`src/rtl/syzygy_dac_sweep_dds.sv`:
```
// ----------------------------------------------------------------------------
// syzygy_dac_sweep_dds
//
// Multi-channel DDS waveform generator with per-channel start/stop frequency
// sweeps (chirps), feeding offset-binary samples to the SYZYGY DAC PHY.
//
// Ports
//   clk         system clock
//   reset       asynchronous, active-high reset
//   dis_out     forces every output to mid-scale; accumulators keep running
//   dac_ready   DAC init complete; outputs held at mid-scale while low
//   cfg_wr      one-cycle config write strobe. There is no back-pressure: a
//               write is accepted on every cycle cfg_wr is high. Out-of-range
//               channel or address values are dropped.
//   cfg_ch      target channel
//   cfg_addr    0 FSTART, 1 FSTOP, 2 FSTEP, 3 DWELL, 4 CTRL
//   cfg_data    write data (CTRL: [1:0] mode, [2] sweep_en, [3] loop,
//               [16 +: DATA_W] ampl)
//   start       per-channel start/restart pulse (wins over stop)
//   stop        per-channel stop pulse
//   data        samples, channel n at [n*DATA_W +: DATA_W]
//   running     channel not IDLE
//   sweep_done  one-cycle pulse when a sweep reaches FSTOP
//   state_dbg   per-channel FSM state, 2 bits per channel
//               (0 IDLE, 1 RUN, 2 SWEEP, 3 HOLD)
//
// Optional: define SYZYGY_DAC_DITHER_EN to add a 1-LSB LFSR dither to
// active channels.
// ----------------------------------------------------------------------------
module syzygy_dac_sweep_dds #(
   parameter int NUM_CH = 2,
   parameter int CH_AW  = 1,
   parameter int DATA_W = 12,
   parameter int ACC_W  = 32
) (
   input  logic                     clk,
   input  logic                     reset,
   input  logic                     dis_out,
   input  logic                     dac_ready,
   input  logic                     cfg_wr,
   input  logic [CH_AW-1:0]         cfg_ch,
   input  logic [2:0]               cfg_addr,
   input  logic [ACC_W-1:0]         cfg_data,
   input  logic [NUM_CH-1:0]        start,
   input  logic [NUM_CH-1:0]        stop,
   output logic [NUM_CH*DATA_W-1:0] data,
   output logic [NUM_CH-1:0]        running,
   output logic [NUM_CH-1:0]        sweep_done,
   output logic [2*NUM_CH-1:0]      state_dbg
);

   localparam int PW = 2*DATA_W + 2;
   localparam logic [DATA_W-1:0] MID = {1'b1, {(DATA_W-1){1'b0}}};

   typedef enum logic [1:0] {
      ST_IDLE  = 2'd0,
      ST_RUN   = 2'd1,
      ST_SWEEP = 2'd2,
      ST_HOLD  = 2'd3
   } state_e;

   logic gate;
   assign gate = dis_out | ~dac_ready;

   logic dith;
`ifdef SYZYGY_DAC_DITHER_EN
   // Fibonacci LFSR, taps 16,14,13,11, shared by all channels.
   logic [15:0] lfsr_q, lfsr_d;
   always_comb lfsr_d = {lfsr_q[14:0], lfsr_q[15] ^ lfsr_q[13] ^ lfsr_q[12] ^ lfsr_q[10]};
   always_ff @(posedge clk or posedge reset) begin
      if (reset) lfsr_q <= 16'hACE1;
      else       lfsr_q <= lfsr_d;
   end
   assign dith = lfsr_q[0];
`else
   assign dith = 1'b0;
`endif

   for (genvar n = 0; n < NUM_CH; n++) begin : g_ch
      // Shadow registers written by the host.
      logic [ACC_W-1:0]  fstart_s_q, fstop_s_q, fstep_s_q, dwell_s_q;
      logic [1:0]        mode_s_q;
      logic              sweep_s_q, loop_s_q;
      logic [DATA_W-1:0] ampl_s_q;
      // Active copies, latched on start.
      logic [ACC_W-1:0]  fstart_q, fstop_q, fstep_q, dwell_q;
      logic [1:0]        mode_q;
      logic              loop_q;
      logic [DATA_W-1:0] ampl_q;
      // Channel state.
      state_e            state_q, state_d;
      logic [ACC_W-1:0]  acc_q, acc_d, inc_q, inc_d, dcnt_q, dcnt_d;
      logic              done_q, done_d;
      logic [ACC_W:0]    nxt;
      logic              wr;
      // Waveform pipeline.
      logic [DATA_W-1:0] p, wave_d, wave_q, out_d, data_q;
      logic              act_q;
      logic signed [DATA_W:0] s;
      logic signed [PW-1:0]   prod, tot;

      assign wr = cfg_wr && (cfg_ch == CH_AW'(n));

      always_ff @(posedge clk or posedge reset) begin
         if (reset) begin
            fstart_s_q <= '0; fstop_s_q <= '0; fstep_s_q <= '0; dwell_s_q <= '0;
            mode_s_q   <= '0; sweep_s_q <= 1'b0; loop_s_q <= 1'b0; ampl_s_q <= '0;
         end else if (wr) begin
            case (cfg_addr)
               3'd0: fstart_s_q <= cfg_data;
               3'd1: fstop_s_q  <= cfg_data;
               3'd2: fstep_s_q  <= cfg_data;
               3'd3: dwell_s_q  <= cfg_data;
               3'd4: begin
                  mode_s_q  <= cfg_data[1:0];
                  sweep_s_q <= cfg_data[2];
                  loop_s_q  <= cfg_data[3];
                  ampl_s_q  <= cfg_data[16 +: DATA_W];
               end
               default: ;
            endcase
         end
      end

      always_ff @(posedge clk or posedge reset) begin
         if (reset) begin
            fstart_q <= '0; fstop_q <= '0; fstep_q <= '0; dwell_q <= '0;
            mode_q   <= '0; loop_q  <= 1'b0; ampl_q <= '0;
         end else if (start[n]) begin
            fstart_q <= fstart_s_q; fstop_q <= fstop_s_q;
            fstep_q  <= fstep_s_q;  dwell_q <= dwell_s_q;
            mode_q   <= mode_s_q;   loop_q  <= loop_s_q; ampl_q <= ampl_s_q;
         end
      end

      always_comb begin
         state_d = state_q;
         acc_d   = acc_q;
         inc_d   = inc_q;
         dcnt_d  = dcnt_q;
         done_d  = 1'b0;
         // One extra bit so a wrap past 2^ACC_W counts as reaching FSTOP.
         nxt     = {1'b0, inc_q} + {1'b0, fstep_q};
         if (start[n]) begin
            // Shadows are latched this same edge, so read them directly.
            acc_d   = '0;
            inc_d   = fstart_s_q;
            dcnt_d  = '0;
            state_d = sweep_s_q ? ST_SWEEP : ST_RUN;
         end else if (stop[n]) begin
            state_d = ST_IDLE;
         end else begin
            case (state_q)
               ST_RUN, ST_HOLD: acc_d = acc_q + inc_q;
               ST_SWEEP: begin
                  acc_d = acc_q + inc_q;
                  if (dcnt_q == dwell_q) begin
                     dcnt_d = '0;
                     if (nxt[ACC_W] || (nxt[ACC_W-1:0] >= fstop_q)) begin
                        done_d = 1'b1;
                        if (loop_q) begin
                           inc_d = fstart_q;
                        end else begin
                           inc_d   = fstop_q;
                           state_d = ST_HOLD;
                        end
                     end else begin
                        inc_d = nxt[ACC_W-1:0];
                     end
                  end else begin
                     dcnt_d = dcnt_q + ACC_W'(1);
                  end
               end
               default: ;
            endcase
         end
      end

      always_ff @(posedge clk or posedge reset) begin
         if (reset) begin
            state_q <= ST_IDLE;
            acc_q   <= '0;
            inc_q   <= '0;
            dcnt_q  <= '0;
            done_q  <= 1'b0;
         end else begin
            state_q <= state_d;
            acc_q   <= acc_d;
            inc_q   <= inc_d;
            dcnt_q  <= dcnt_d;
            done_q  <= done_d;
         end
      end

      assign p = acc_q[ACC_W-1 -: DATA_W];

      always_comb begin
         case (mode_q)
            2'd0:    wave_d = p;
            2'd1:    wave_d = p[DATA_W-1] ? ~{p[DATA_W-2:0], 1'b0} : {p[DATA_W-2:0], 1'b0};
            2'd2:    wave_d = {DATA_W{p[DATA_W-1]}};
            default: wave_d = MID;
         endcase
      end

      // out = mid + floor((w - mid) * ampl / 2^DATA_W) (+ dither), clamped.
      always_comb begin
         s    = $signed({1'b0, wave_q}) - $signed({1'b0, MID});
         prod = PW'(s) * PW'($signed({1'b0, ampl_q}));
         tot  = (prod >>> DATA_W) + $signed({{(PW-DATA_W){1'b0}}, MID})
                + $signed({{(PW-1){1'b0}}, dith});
         if (tot[PW-1])               out_d = '0;
         else if (|tot[PW-2:DATA_W])  out_d = '1;
         else                         out_d = tot[DATA_W-1:0];
      end

      // act_q travels with wave_q so a freshly started channel never shows
      // a stale waveform sample.
      always_ff @(posedge clk or posedge reset) begin
         if (reset) begin
            wave_q <= '0;
            act_q  <= 1'b0;
            data_q <= MID;
         end else begin
            wave_q <= wave_d;
            act_q  <= (state_q != ST_IDLE);
            data_q <= (act_q && !gate) ? out_d : MID;
         end
      end

      assign data[n*DATA_W +: DATA_W] = data_q;
      assign running[n]               = (state_q != ST_IDLE);
      assign sweep_done[n]            = done_q;
      assign state_dbg[2*n +: 2]      = state_q;
   end

endmodule
```
`config.mk`:
```
export PLATFORM = sky130hd
export DESIGN_NAME = syzygy_dac_sweep_dds
export DESIGN_NICKNAME = d
export VERILOG_FILES = /design/src/rtl/syzygy_dac_sweep_dds.sv
export SDC_FILE = /design/constraint.sdc
export NUM_CORES = 2
export LEC_CHECK = 0
export BUFFER_PORTS_ARGS = -buffer_cell sky130_fd_sc_hd__buf_2
export CAP_MARGIN = 0
export CORE_MARGIN = 4
export CORE_UTILIZATION = 50
export DETAILED_ROUTE_END_ITERATION = 16
export HOLD_SLACK_MARGIN = 0.15
export PLACE_DENSITY = 0.69
export SLEW_MARGIN = 20
export SYNTH_ARGS = -nofsm -noshare
export SYNTH_HDL_FRONTEND = slang
export SYNTH_SLANG_ARGS = --single-unit
```
`constraint.sdc`:
```
create_clock -name clk -period 44.2 [get_ports clk]
set_clock_uncertainty 0.15 [all_clocks]
set_input_delay 2.21 -clock clk [delete_from_list [all_inputs] [get_ports clk]]
set_output_delay 2.21 -clock clk [all_outputs]
set_load 0.02 [all_outputs]
```
* Yosys cells after proc, flatten, opt, wreduce, memory -nomap -nowiden
Cells that the tools add are included.
** Word-level totals
- Input port bits :: 45
- Output and inout bits :: 32
- Flip-flop bits (word level) :: 822
** Cells by class
- Equal/unequal tests :: 20
- Bitwise operators :: 5
- Multiplexer cells :: 60
- Magnitude comparators :: 2
- $mul :: 2
- Reductions and logical operators :: 46
- Add/sub/neg operators :: 10
** Operators with widths (count)
- 2-to-1 mux 32 bit :: 26
- 2-to-1 mux 12 bit :: 8
- case mux 12 bit (3 select lines) :: 2
- adder 32 x 32 -> 33 bit :: 2
- adder 32 x 1 -> 32 bit, second input constant :: 2
- adder 32 bit :: 2
- == test 32 bit :: 2
- >= comparator 32 bit :: 2
- multiplier 13 x 13 -> 26 bit :: 2
- adder 14 x 13 -> 15 bit, second input constant :: 2
- 2-to-1 mux 2 bit :: 14
- AND reduction 2 bit :: 14
- OR reduction 13 bit :: 2
- subtractor 12 x 12 -> 13 bit, second input constant :: 2
- NOT 12 bit :: 2
- nonzero test 3 bit :: 6
- nonzero test 2 bit :: 8
- == test 2 bit, second input constant :: 6
- 2-to-1 mux 1 bit :: 10
- == test 2 x 1 -> 1 bit, second input constant :: 4
- AND reduction 4 bit :: 2
- == test 3 x 2 -> 1 bit, second input constant :: 2
- inequality test 3 bit, second input constant :: 2
- AND reduction 3 bit :: 2
- other kinds (11) :: 19

* Longest topological paths before layout
- Depth after elaboration :: 8
- Depth in mapped cells :: 26
- Gate-level depth less buffers :: 24

* Least setup slack after synthesis
OpenSTA, ideal clock, no wires.
- Kind :: register to register
- From :: reg g_ch[0].wave_q[11]
- To :: reg g_ch[0].data_q[10]
- Path slack :: 37742 ps
- Arrival :: 6189 ps
- Data required time :: 43931 ps
- Buffers on the path :: 2
- Cell stages (with the launch flop) :: 25
- Library setup time :: 119 ps
- Period minus slack after synthesis :: 6458 ps
- Cells stage by stage :: dfrtp_1 -> clkbuf_1 -> nor2b_1 -> fa_1 -> inv_1 -> fa_1 -> inv_1 -> fa_1 -> fa_1 -> inv_1 -> fa_1 -> inv_1 -> ha_1 -> a21o_1 -> or3_1 -> a2111o_1 -> nand3_1 -> nand2_1 -> a21oi_1 -> mux2i_1 -> ha_1 -> or2_0 -> a21o_1 -> clkbuf_1 -> o21a_1
** On the way
- Cells in the longest elaborated chain, start to end :: 7
** RTL lines
- start, declared :: RTL line 97 : logic [DATA_W-1:0] p, wave_d, wave_q, out_d, data_q;
- start signal, assigned :: RTL line 225 : wave_q <= wave_d;
- subtractor 12 x 12 -> 13 bit (*) :: RTL line 208 : s = $signed({1'b0, wave_q}) - $signed({1'b0, MID});
- multiplier 13 x 13 -> 26 bit (*) :: RTL line 209 : prod = PW'(s) * PW'($signed({1'b0, ampl_q}));
- adder 14 x 13 -> 15 bit (*) :: RTL line 210 : tot = (prod >>> DATA_W) + $signed({{(PW-DATA_W){1'b0}}, MID})
- OR reduction 13 bit :: RTL line 213 : else if (|tot[PW-2:DATA_W]) out_d = '1;
- 2-to-1 mux 12 bit :: RTL line 213
- 2-to-1 mux 12 bit (*) :: RTL line 212 : if (tot[PW-1]) out_d = '0;
- 2-to-1 mux 12 bit (*) :: RTL line 227 : data_q <= (act_q && !gate) ? out_d : MID;
- end signal, assigned :: RTL line 227
- end, declared :: RTL line 97
Mark *: on every way between the ends. The rest lies on a longest branch, timed or not.
A chain may end at the register's enable or synchronous reset.

* Worst setup path in the final report
- From :: reg g_ch[1].wave_q[8]
- To :: reg g_ch[1].data_q[8]
** On the way
- Cells in the longest elaborated chain, start to end :: 7
** RTL lines (RTL line)
- start, declared :: 97
- start signal, assigned :: 225
- subtractor 12 x 12 -> 13 bit (*) :: 208
- multiplier 13 x 13 -> 26 bit (*) :: 209
- adder 14 x 13 -> 15 bit (*) :: 210
- OR reduction 13 bit :: 213
- 2-to-1 mux 12 bit :: 213
- 2-to-1 mux 12 bit (*) :: 212
- 2-to-1 mux 12 bit (*) :: 227
- end signal, assigned :: 227
- end, declared :: 97
Marked as above.

==> reports/results.tsv <==
metric	value	unit
area delta synth->final	8.81	%
status	completed	
# hold bufs at CTS	0	
core area	0.104	mm^2
reg2reg setup slack	36940	ps
critical path required time	44640	ps
DIE HEIGHT	333	um
reg-to-reg endpoint	g_ch[1].data_q[8]$_DFF_PP0_	
top-level port count	77	
share of layout cells above drive strength 1	15.4	%
Period minus WS final	7260	ps
cell area after synthesis	0.0527	mm^2
clock buffer depth	3	
Synth Area per Inst	10.4	um^2
die area	0.111	mm^2
crit path capture type	flip-flop	
# H-tree levels	3	
Final Hold Viols	0	
Reg2Reg Launch Point	g_ch[1].wave_q[8]$_DFF_PP0_	
Slew Viols, Final	0	
total negative slack	0	ps
#FFs+latches synth	822	
Worst-Skew Late Latency	680	ps
initial core utilization	50.7	%
final setup fails	0	
CTS tree	yes	
Most common cell on crit path	fa_1	
Syn Nets	5715	
DRT Wirelength	125000	um
Rows	118	
Synth Flop Type	dfrtp_1	
Worst EP arrival	7700	ps
Max Clock Freq	138	MHz
I/O Buffers	76	
Root Driver	clkbuf_16	
Worst Hold End	g_ch[0].fstop_q[10]$_DFFE_PP0P_	
via/cell ratio	5.61	
GP Congestion	0.877	
FF-to-FF path depth	23	
synth unique cells	83	
cts bufs inserted	88	
Hold Crit Depth	2	
number of remaining DRC errors	0	
post-cts gate resize count	0	
relative slew slack	34.1	%
fin nets	5679	
Worst Tran Pin Value	986	ps
maximum fanout along the worst path	12	
DP HPWL	87000	um
CP startpoint kind	flip-flop	
crit-path cells	and2_1 > fa_1 > inv_1 > fa_1 > inv_1 > fa_1 > fa_1 > inv_1 > fa_1 > inv_1 > ha_1 > a2111oi_0 > o21ai_0 > o21ai_0 > nor3_1 > o2111ai_1 > nand2_1 > a21oi_1 > xnor2_1 > ha_1 > and4b_1 > a21oi_1 > o21a_1	
sequential-to-total area share from yosys stat	39.0	%
drt initial violations	2585	
crit path kind	reg2reg	
fin crit share	16.4	%
initial antenna violation count	13	
Buf/Inv on CP	4	
final global-route overflow total	0	
CP top delay family	adder cells	
Core Util, Final	55.1	%
Avg WL per Cell	19.2	um
Syn Inst Count	5080	
Post-synth EDFFs	0	
Post-CTS Setup Inserts	0	
die width	333	um
global-route usage over all layers	22.6	%
min-delay src	g_ch[0].fstop_s_q[10]$_DFFE_PP0P_	
CP peak stage delay	620	ps
Max-cap violations	0	
Initial DRT Pass Iterations	7	
Vias	36400	
RSZ-0062 raised after global routing	no	
global-route wire length before repair	203000	um
clock sink total	822	
Design Area, Final	0.0574	mm^2
Syn. warnings	0	
Area after DPL	0.0543	mm^2
vias in the first global route	36600	
Reg clk slew, reported paths	60	ps
pin count of the biggest net entering global routing	177	
Hold/Removal Path Class	reg2reg	
Crit-path slowest cell	a21oi_1	
antenna-violating nets left	0	
Post-synth ARST share	100	%
Critical Path Stages	23	
## cells in the mapped netlist (139+ instances only)
master	instances	area, um^2
fa_1	284	5690
inv_1	570	2140
ha_1	306	3830
clkbuf_1	193	724
mux2_2	482	5430
a21oi_1	221	1110
xor2_1	139	1220
o21ai_0	268	1340
and2_1	152	951
nor2_1	190	713
nand2_1	454	1700
dfrtp_1	820	20500
## per-stage QoR
step | hold slack, ps | cells | worst slack [ps]
after global placement | 304 | 6334 | 37100
final | 307 | 6495 | 36940
after CTS | 311 | 6492 | 36830
after floorplan | 291 | 5080 | 18750
after global routing | 347 | 6492 | 36470
after detailed placement | 314 | 6334 | 36800
## worst max path at each step
| stage | start | end |
|---|---|---|
| 4_1_cts | g_ch[1].wave_q[8]$_DFF_PP0_ | g_ch[1].data_q[3]$_DFF_PP0_ |
| 6_report | g_ch[1].wave_q[8]$_DFF_PP0_ | g_ch[1].data_q[8]$_DFF_PP0_ |
| 5_1_grt | g_ch[1].wave_q[8]$_DFF_PP0_ | g_ch[1].data_q[3]$_DFF_PP0_ |
| 2_1_floorplan | reset | g_ch[0].acc_q[0]$_DFFE_PP0P_ |
| 3_3_place_gp | g_ch[1].wave_q[8]$_DFF_PP0_ | g_ch[1].data_q[2]$_DFF_PP0_ |
| 3_5_place_dp | g_ch[1].wave_q[8]$_DFF_PP0_ | g_ch[1].data_q[3]$_DFF_PP0_ |
## cells in the final DEF, fill, tap and decap left out, drive strengths merged, types with 52 or more instances in the layout
master and count:
o21a 52, mux2 482, dfrtp 820, a21oi 221
and2 152, ha 306, buf 108, nand2 454
xnor2 124, a21o 106, nand3 55, clkbuf 119
fa 284, inv 575, mux2i 60, xor2 139
nor2 190, o21ai 272
## cells by family (layout without fill, tap and decap cells)
kind of cell               count (synthesis)  after routing  share of synthesized area, %
and+or+nand+nor                         1131           1131                          10.2
adders and majority gates                590            590                          18.0
AOI/OAI and AO/OA                        924            924                          11.1
muxes                                    542            542                          11.4
xor gates and xnor gates                 263            263                          4.37
other                                      0              3                             0
DFF                                      822            822                          39.0
buffers and inverters                    808            840                          5.79
## final cells by class
cell class / instances / area [um^2]
timing repair buffer: 110 / 691
tap: 1380 / 1730
antenna: 3 / 7.51
clock inverter: 41 / 613
clock buffer: 117 / 2450
multi-input combinational: 3450 / 29200
inverter: 572 / 2150
fill: 8997 / 46700
sequential: 822 / 20600
## worst reg2reg max path, cell delays in order, from the launching register on
cell	delay, ps
dfrtp_1	500
and2_1	240
fa_1	540
inv_1	60
fa_1	520
inv_1	50
fa_1	500
fa_1	510
inv_1	60
fa_1	540
inv_1	40
ha_1	330
a2111oi_0	470
o21ai_0	140
o21ai_0	320
nor3_1	150
o2111ai_1	270
nand2_1	140
a21oi_1	210
xnor2_1	100
ha_1	320
and4b_1	200
a21oi_1	620
o21a_1	230
## per-layer routing
layer  part of all wire [%]  track usage (%)  vias to the layer above
li1                       -                -                    17100
met4                    2.0             4.75                        2
met1                     46             32.9                    18400
met2                     46             36.3                      845
met5                 0.0072                0                        -
met3                    5.7             3.39                      167
Power is not shown: default switching activity piles up to over one toggle a cycle in this logic, so the estimate is an artifact.
